--- src/rtl/request_unit.sv ---
// Fetch/memory sequencing stage: owns PC and instruction register, turns the control
// unit's level requests into single held memory transactions, and emits retire strobes.
module request_unit #(
  parameter logic [31:0] PC_INIT = 32'h0000_0000,
  parameter int          WORD_W  = 32
) (
  input  logic              CLK,
  input  logic              nRST,
  input  logic              ihit,
  input  logic [WORD_W-1:0] iload,
  input  logic              dhit,
  input  logic              cu_dREN,
  input  logic              cu_dWEN,
  input  logic              cu_halt,
  input  logic [WORD_W-1:0] next_pc,
  output logic [WORD_W-1:0] imemaddr,
  output logic              iREN,
  output logic              dREN,
  output logic              dWEN,
  output logic [WORD_W-1:0] instruction,
  output logic [WORD_W-1:0] pc,
  output logic [WORD_W-1:0] pc_plus4,
  output logic              wb_en,
  output logic              halt
);

  localparam logic [1:0] FETCH  = 2'd0;
  localparam logic [1:0] EXEC   = 2'd1;
  localparam logic [1:0] MEM    = 2'd2;
  localparam logic [1:0] HALTED = 2'd3;

  logic [1:0] state, state_nxt;
  logic       mem_op;

  assign mem_op = cu_dREN | cu_dWEN;

  // Outputs are pure decodes of state, so reset immediately drops any in-flight request.
  assign iREN     = (state == FETCH);
  assign dREN     = (state == MEM) & cu_dREN;
  assign dWEN     = (state == MEM) & cu_dWEN;
  assign halt     = (state == HALTED);
  assign wb_en    = ((state == EXEC) & ~cu_halt & ~mem_op) | ((state == MEM) & dhit);
  assign imemaddr = pc;
  assign pc_plus4 = pc + WORD_W'(4);

  always_comb begin
    state_nxt = state;
    case (state)
      FETCH:   if (ihit) state_nxt = EXEC;
      EXEC: begin
        if (cu_halt)     state_nxt = HALTED;
        else if (mem_op) state_nxt = MEM;
        else             state_nxt = FETCH;
      end
      MEM:     if (dhit) state_nxt = FETCH;
      HALTED:  state_nxt = HALTED;
      default: state_nxt = FETCH;
    endcase
  end

  always_ff @(posedge CLK or negedge nRST) begin
    if (!nRST) begin
      state       <= FETCH;
      pc          <= PC_INIT;
      instruction <= '0;
    end else begin
      state <= state_nxt;
      if ((state == FETCH) && ihit) instruction <= iload;
      // PC only advances on the edge that ends a retire cycle.
      if (wb_en) pc <= next_pc;
    end
  end

endmodule

--- config.mk ---
export PLATFORM = sky130hd
export DESIGN_NAME = request_unit
export DESIGN_NICKNAME = d
export VERILOG_FILES = /design/src/rtl/request_unit.sv
export SDC_FILE = /design/constraint.sdc
export NUM_CORES = 1
export LEC_CHECK = 0
export ABC_AREA = 1
export BUFFER_PORTS_ARGS = -buffer_cell sky130_fd_sc_hd__buf_2
export CAP_MARGIN = 5
export CORE_MARGIN = 2
export CORE_UTILIZATION = 35
export DETAILED_ROUTE_END_ITERATION = 10
export GPL_TIMING_DRIVEN = 1
export PLACE_DENSITY_LB_ADDON = 0.05
export SLEW_MARGIN = 20
export SYNTH_ARGS = -nofsm -noshare
export SYNTH_HDL_FRONTEND = slang
export SYNTH_SLANG_ARGS = --single-unit
--- constraint.sdc ---
create_clock -name CLK -period 1.9 [get_ports CLK]
set_clock_uncertainty 0.1 [all_clocks]
set_input_delay 0.095 -clock CLK [delete_from_list [all_inputs] [get_ports CLK]]
set_output_delay 0.095 -clock CLK [all_outputs]
set_load 0.03 [all_outputs]
Yosys cells after proc, flatten, opt, wreduce, memory -nomap -nowiden
Index checks and enable logic that the tools add are counted.
{"block": "op_classes", "add_sub_neg": 1, "eq_ne": 5, "n_mux": 5, "bitwise_logic": 9, "n_reduce_logical": 3}
{"op": "$add A32 B3 Y32 const B", "n": 1}
{"op": "$mux W2", "n": 4}
{"op": "$pmux W2 S4", "n": 1}
{"op": "$and A1 B1 Y1", "n": 5}
{"op": "$eq A2 B2 Y1 const B", "n": 2}
{"op": "$ne A2 B2 Y1 const B", "n": 2}
{"op": "$eq A2 B1 Y1 const B", "n": 1}
{"op": "$logic_not A2 Y1", "n": 1}
{"op": "$not A1 Y1", "n": 2}
{"op": "$or A1 B1 Y1", "n": 2}
{"op": "$reduce_and A2 Y1", "n": 1}
{"op": "$logic_and A1 B1 Y1", "n": 1}
{"block": "word_totals", "regBits": 66, "in_bits": 71, "word_cells": 26}

Depth between registers and ports, before layout
Gate-level depths: netlist of run 1.
{"block": "logic_depth", "depth_word": 4, "ltp_mapped": 8, "depth_no_buf": 8}

Worst setup path before layout of run 1
Ideal clock, no wire load.
{"block": "synth_path", "kind": "reg-to-output", "start": "register pc[3], in the netlist imemaddr[3]", "end": "output port pc_plus4[18]", "arrival_ns": 1.793, "slack_ns": -0.088, "stages_incl_launch_ff": 7, "path_buffers": 0, "cell_sequence": "dfrtp_1 > ha_1 > nand2_1 > nor2_1 > nand2_2 > nor2_2 > xor2_1"}
{"block": "synth_via", "elab_chain_cells": 1}
{"item": "start: declaration", "line": "21", "rtl": "output logic [WORD_W-1:0] pc,"}
{"item": "start signal: assignment", "line": "70", "rtl": "if (wb_en) pc <= next_pc;"}
{"item": "$add A32 B3 Y32", "line": "44", "rtl": "assign pc_plus4 = pc + WORD_W'(4);"}
{"item": "end: declaration", "line": "22", "rtl": "output logic [WORD_W-1:0] pc_plus4,"}
Every way passes these cells.

Worst setup path after layout of run 1
{"block": "layout_path", "start": "register pc[3], in the netlist imemaddr[3]", "end": "output port pc_plus4[24]"}
Same word-level chain as after synthesis.

==> results of run 1 <==
-- power breakdown --
group	switching, mW	internal, mW
Clock	0.560	0.771
Combinational	4.78	2.73
Sequential	0.637	2.13
Total	5.98	5.63
-- how the worst max path moves through the flow --
| stage | startpoint | to | cells after the start |
|---|---|---|---|
| 6_report | imemaddr[3] | pc_plus4[24] | 9 |
| 2_1_floorplan | imemaddr[3] | pc_plus4[18] | 6 |
| 3_3_place_gp | imemaddr[11] | pc_plus4[22] | 7 |
| 4_1_cts | imemaddr[3] | pc_plus4[30] | 9 |
| 3_5_place_dp | imemaddr[11] | pc_plus4[24] | 7 |
| 5_1_grt | imemaddr[6] | pc_plus4[21] | 8 |
-- worst max-delay path, stage by stage, from the launching register on --
cell and delay, ns:
dfrtp_1 0.38, ha_2 0.21, nand2_2 0.07, nor2_4 0.12, nand2_1 0.10, nor2_4 0.13, nand2_1 0.07, nand2_1 0.06
nand2_1 0.07, buf_4 0.17
-- stage by stage --
stage	setup slack (ns)	util	TNS (ns)
floorplan	0.0451	-	0
CTS	-0.0432	0.580	-0.290
global placement	0.135	0.462	0
finish	-0.00932	0.591	-0.00932
global route	-0.143	0.591	-1.45
detailed placement	0.130	0.462	0
-- layer usage --
layer  vias to the layer above  part of all wire  GRT usage
met5                         -                 0          0
met4                         0             0.017     0.0568
met3                        17             0.054     0.0454
met2                       122              0.51      0.342
met1                      1754              0.42      0.245
li1                       1850                 -          -
-- registers in the layout, indices dropped and copies added (netlist names) --
| name | flops |
|---|---|
| instruction | 32 |
| state | 2 |
| imemaddr | 32 |
-- logic make-up after synthesis --
group                      synth area share
and+or+nand+nor                       0.243
xor gates and xnor gates             0.0349
buffers and inverters                 0.128
DFF                                   0.439
adders and majority gates           0.00332
muxes                                 0.125
AOI/OAI and AO/OA                    0.0279
-- cell usage after synthesis --
cell type,n
nand2_4,2
xor2_1,15
nand2_2,5
nor2_2,6
mux2_4,29
buf_1,1
buf_6,7
clkbuf_1,1
nor2_1,36
inv_2,1
mux2_2,3
buf_4,35
and2_1,2
inv_1,34
nand3_1,27
o21ai_1,7
dfrtp_1,66
o21ai_0,14
nor3_1,1
nor2_4,4
ha_1,1
nand2_1,131
-- area by class of cell --
type	count	area [sq um]	share of cell area
multi-input combinational	283	1820	0.296
clock inverter	5	77.6	0.0126
timing repair buffer	307	2130	0.347
clock buffer	11	141	0.0231
sequential	66	1660	0.271
inverter	35	134	0.0218
tap	136	170	0.0277
-- what timing repair did --
action	4_1_cts	5_1_grt
resized for setup	63	27
pin swaps	15	20
gates cloned	0	0
endpoints found under the setup margin	22	24
endpoints found under the hold margin	132	0
hold buffers	69	0
buffers inserted	17	6
==> metrics, run 1 <==
dpl cells between 700 and 800; leakage power roughly 3.2 nW; flop2flop setup slack 0.38 ns; commonest non-fill, non-tap cells in the layout buf_2, nand2_1, dlygate4sd3_1; Synth warnings 0; critical path startpoint category flop; IO Count 204; max-slew violations 0; vias in the first global route 3744; DR iter-0 viols 162; routed vias approximately 3700; Filler cells 950; antenna-violating nets left 0; CTS tree done; # nets final about 770; peak supply drop 1100 uV; count of input and output buffers 203; share of the synthesized area in the top cell type 0.439; synth top area cells dfrtp_1, nand2_1, mux2_4; total CTS buffers 9; aggregate global-route resource usage 0.198; Yosys top cell by area dfrtp_1; Slew headroom 0.755; crit share post-route 1.00; power density over the cells 1890 nW/um^2; routed length per instance between 10 and 15 um; antenna diode count 0; sequential share of the synthesized area 0.439; cell area after layout 6130 sq um; failing checks setup timing; Mapped Cells 428; die width 108 um; Sinks on Clock Net 66; WS Path Type reg2out; Setup Viol. Count Final 1; dpl hpwl 7930 um; pin count of the biggest net entering global routing 67; Synth Cell Area 3770 sq um; min Tclk post-route 1.91 ns; R2R cell count 7; fin cells approximately 840; Data arrival, critical path 1.71 ns; CTS root buf clkbuf_8; clock buffer depth 2; core area 10400 sq um; worst slew pin tran roughly 0.37 ns; status complete, but fails checks; via-per-instance ratio 4.44; Net Count, Synth 500; Post-Place Cell Area 4790 sq um; Area Growth Syn to Fin 62.9%; clk slew on worst S/H paths around 0.080 ns; total gr overflow 0; CTS H-tree depth 3; Critical Path Fanout Max 3; RSZ-0062 raised after global routing true; critical path endpoint category output port; Die Ht 108 um; Worst Path Required 1.70 ns; num rows 37; Max Cap Viol 0; final wirelength 11500 um; DR pass1 iterations 4; Die ar. 11600 sq um; hold crit path type in2async; WHS 0.194 ns; Clk Latency, worst-skew pair 0.33 ns; Avg Synthesized Cell Area roughly 8.8 sq um; first-pass GRT wire length 18000 um; R2R Path End imemaddr[5]; Post-route DRC 0; count of cell types in the netlist 22; Synth Register Bits 66; Final Hold Vio Count 0; initial antenna violation count 0; worst r2r src state[1]; global placement routability congestion around 0.8; final worst slack -0.00932 ns; share of layout cells above drive strength 1 0.492; maximum clock frequency 0.524 GHz; Tot Pwr between 10 and 15 mW; starting density of the core 0.363; commonest non-fill, non-tap cell in the layout buf_2
No activity file was read; power rests on OpenSTA's default activity.
==> run 2, diff against run 1 <==
--- a/config.mk
+++ b/config.mk
@@ -8,7 +8,6 @@
 export ABC_AREA = 1
 export BUFFER_PORTS_ARGS = -buffer_cell sky130_fd_sc_hd__buf_2
 export CAP_MARGIN = 5
-export CORE_MARGIN = 2
 export CORE_UTILIZATION = 35
 export DETAILED_ROUTE_END_ITERATION = 10
 export GPL_TIMING_DRIVEN = 1
==> run 2 against run 1 <==
Effect of this change: the flow still finishes with violations (setup timing); clock-buffer cell count is 1 lower; sequential power hardly changed; non-clock buffer count is 6 lower; die area is 3.7% lower; critical path depth is 2 lower; cell count is 0.71% lower; utilization is 0.24 points lower; worst setup slack worse by 0.044 ns; first-iteration DRC count is 27% lower; register-to-register slack worse by 0.05 ns; sequential cell count stayed put; global-route usage is 1.2 points higher; largest cell class unchanged.
==> metrics, run 2 (same netlist as run 1, synthesis figures left out) <==
clock buffer depth 2 (unchanged); Sinks on Clock Net 66 (unchanged); critical path endpoint category output port; Clk pwr share 0.139 (+0.024); CTS H-tree depth 3 (unchanged); hold crit path type in2reg; crit share post-route 1.03 (+0.0233); HP Start ihit; maximum clock frequency 0.512 GHz (-2.3%); Max Cap Viol 0 (unchanged); power density over the cells 1920 nW/um^2 (+1.6%); Setup Viol. Count Final 2 (+1); CTS tree done; commonest non-fill, non-tap cell in the layout buf_2; initial antenna violation count 0 (unchanged); Filler cells 943 (-0.74%); Critical Path Start imemaddr[4]; max-slew violations 0 (unchanged); CTS root buf clkbuf_8; Net Sw Frac 0.506 (-0.00842); R2R Path End instruction[7]; # nets final 768 (-0.78%); Reg power frac 0.237 (-0.002); peak supply drop 1030 uV (-6.1%); Die ar. 11200 sq um (-3.7%); total CTS buffers 9 (unchanged); routed length per instance 13.5 um (-0.82%); R2R cell count 4 (-3); min Tclk post-route 1.95 ns (+0.0443 ns); worst slew pin tran 0.412 ns (+0.0440 ns); antenna diode count 0 (unchanged); Gate power share 0.623 (-0.024); failing checks setup timing; DR pass1 iterations 4 (unchanged); Critical Path Fanout Max 7 (+4); dpl hpwl 8030 um (+1.3%); NetSw 5.95 mW (-0.48%); Slew headroom 0.726 (-0.0294); WHS 0.00102 ns (-0.193 ns); vias in the first global route 3673 (-1.9%); Die Ht 106 um (-1.9%); count of input and output buffers 203 (unchanged); Worst Path Required 1.70 ns (about the same); Data arrival, critical path 1.76 ns (+0.05 ns); leakage power 3.21 nW (-0.54%); critical path startpoint category flop; status complete, but fails checks; num rows 37 (unchanged); Hold Path Cell Cnt 3; Post-route DRC 0 (unchanged); starting density of the core 0.363 (unchanged); die width 106 um (-1.9%); share of layout cells above drive strength 1 0.484 (-0.00863); Final Core Density 0.589 (-0.00241); core area 10400 sq um (unchanged); global placement routability congestion 0.805 (-0.19%); pin count of the biggest net entering global routing 32 (-52%); IO Count 204 (unchanged); final worst slack -0.0536 ns (-0.0443 ns); Pint 5.80 mW (+2.9%); final wirelength 11300 um (-1.5%); total gr overflow 0 (unchanged); WS Path Type reg2out; Final Hold Vio Count 0 (unchanged); Hold Path End state[0]; register area 1670 sq um (about the same); flop2flop setup slack 0.33 ns (-0.05 ns); Clk Latency, worst-skew pair 0.35 ns (+0.02 ns); DR iter-0 viols 119 (-27%); worst r2r src state[1]; clk slew on worst S/H paths 0.08 ns (about the same); via-per-instance ratio 4.41 (-0.57%); commonest non-fill, non-tap cells in the layout buf_2, nand2_1, dlygate4sd3_1; area of the multi-input gates 1790 sq um (-1.5%); RSZ-0062 raised after global routing true; first-pass GRT wire length 18200 um (+1.1%); routed vias 3695 (-1.3%); Area Growth Syn to Fin 62.2%; antenna-violating nets left 0 (unchanged); aggregate global-route resource usage 0.210 (+0.0119)
-- run 2: cell count changes in the layout (fill, tap and decap cells not counted), moves of 2 or more --
cell | previous run | this run
bufinv_16 | 2 | 4
nand2_2 | 11 | 8
nor2_2 | 12 | 10
inv_2 | 1 | 3
buf_4 | 36 | 33
buf_2 | 181 | 179
nor2_1 | 22 | 25
clkinv_2 | 2 | 0
nand2_1 | 123 | 127
-- run 2: critical path: stages, from the launching register on --
cell and delay, ns:
dfrtp_2 0.44, nand2_1 0.11, nor2_4 0.15, nand2_4 0.11, nor2_4 0.20, buf_6 0.13, xor2_2 0.13, buf_6 0.15
-- run 2: cell type report --
cell class | instances | share of cell area
repair buffers | 301 | 0.340
multi-input cells | 283 | 0.293
flip-flops and latches | 66 | 0.273
well taps | 136 | 0.0279
clock buffers | 10 | 0.0225
clock inverters | 6 | 0.0223
inverters | 35 | 0.0215
-- run 2: worst max-delay path by stage --
stage | endpoint | slack, ns | cells after the start
global placement | pc_plus4[22] | 0.13 | 7
detailed placement | pc_plus4[20] | 0.12 | 8
finish | pc_plus4[17] | -0.05 | 7
floorplan | pc_plus4[18] | 0.05 | 6
global route | pc_plus4[17] | -0.15 | 8
CTS | pc_plus4[20] | -0.08 | 9
-- run 2: per-layer routing --
metal | global-route usage | part of all wire | up-vias | wire length, um
met4 | 0.0724 | 0.014 | 0 | 163
li1 | - | - | 1844 | -
met1 | 0.260 | 0.44 | 1708 | 4930
met3 | 0.0390 | 0.051 | 13 | 580
met5 | 0 | 0 | - | 0
met2 | 0.364 | 0.50 | 130 | 5650
-- run 2: power by group through the flow --
stage               clock, mW  combinational, mW  sequential (mW)
floorplan                   0               3.80             4.12
global placement            0               6.59             2.82
detailed placement          0               6.61             2.83
global route             1.74               7.78             2.91
finish                   1.64               7.32             2.79
CTS                      1.68               7.29             2.78
-- run 2: timing repair --
action | in CTS | in global routing
endpoints found under the hold margin | 94 | 0
setup buffers | 15 | 3
setup endpoints to repair | 22 | 25
gates resized for setup | 65 | 18
pin swaps | 15 | 14
hold buffers | 68 | 0
-- run 2: metrics by stage --
step | instances | TNS [ns] | worst slack (ns) | area [sq um] | power (mW)
2_1_floorplan | 428 | 0 | 0.0451 | 3830 | 7.92
3_3_place_gp | 735 | 0 | 0.130 | 4780 | 9.41
3_5_place_dp | 735 | 0 | 0.123 | 4780 | 9.44
4_1_cts | 834 | -0.679 | -0.0753 | 6040 | 11.7
5_1_grt | 837 | -2.04 | -0.151 | 6110 | 12.4
6_report | 837 | -0.0654 | -0.0536 | 6110 | 11.7
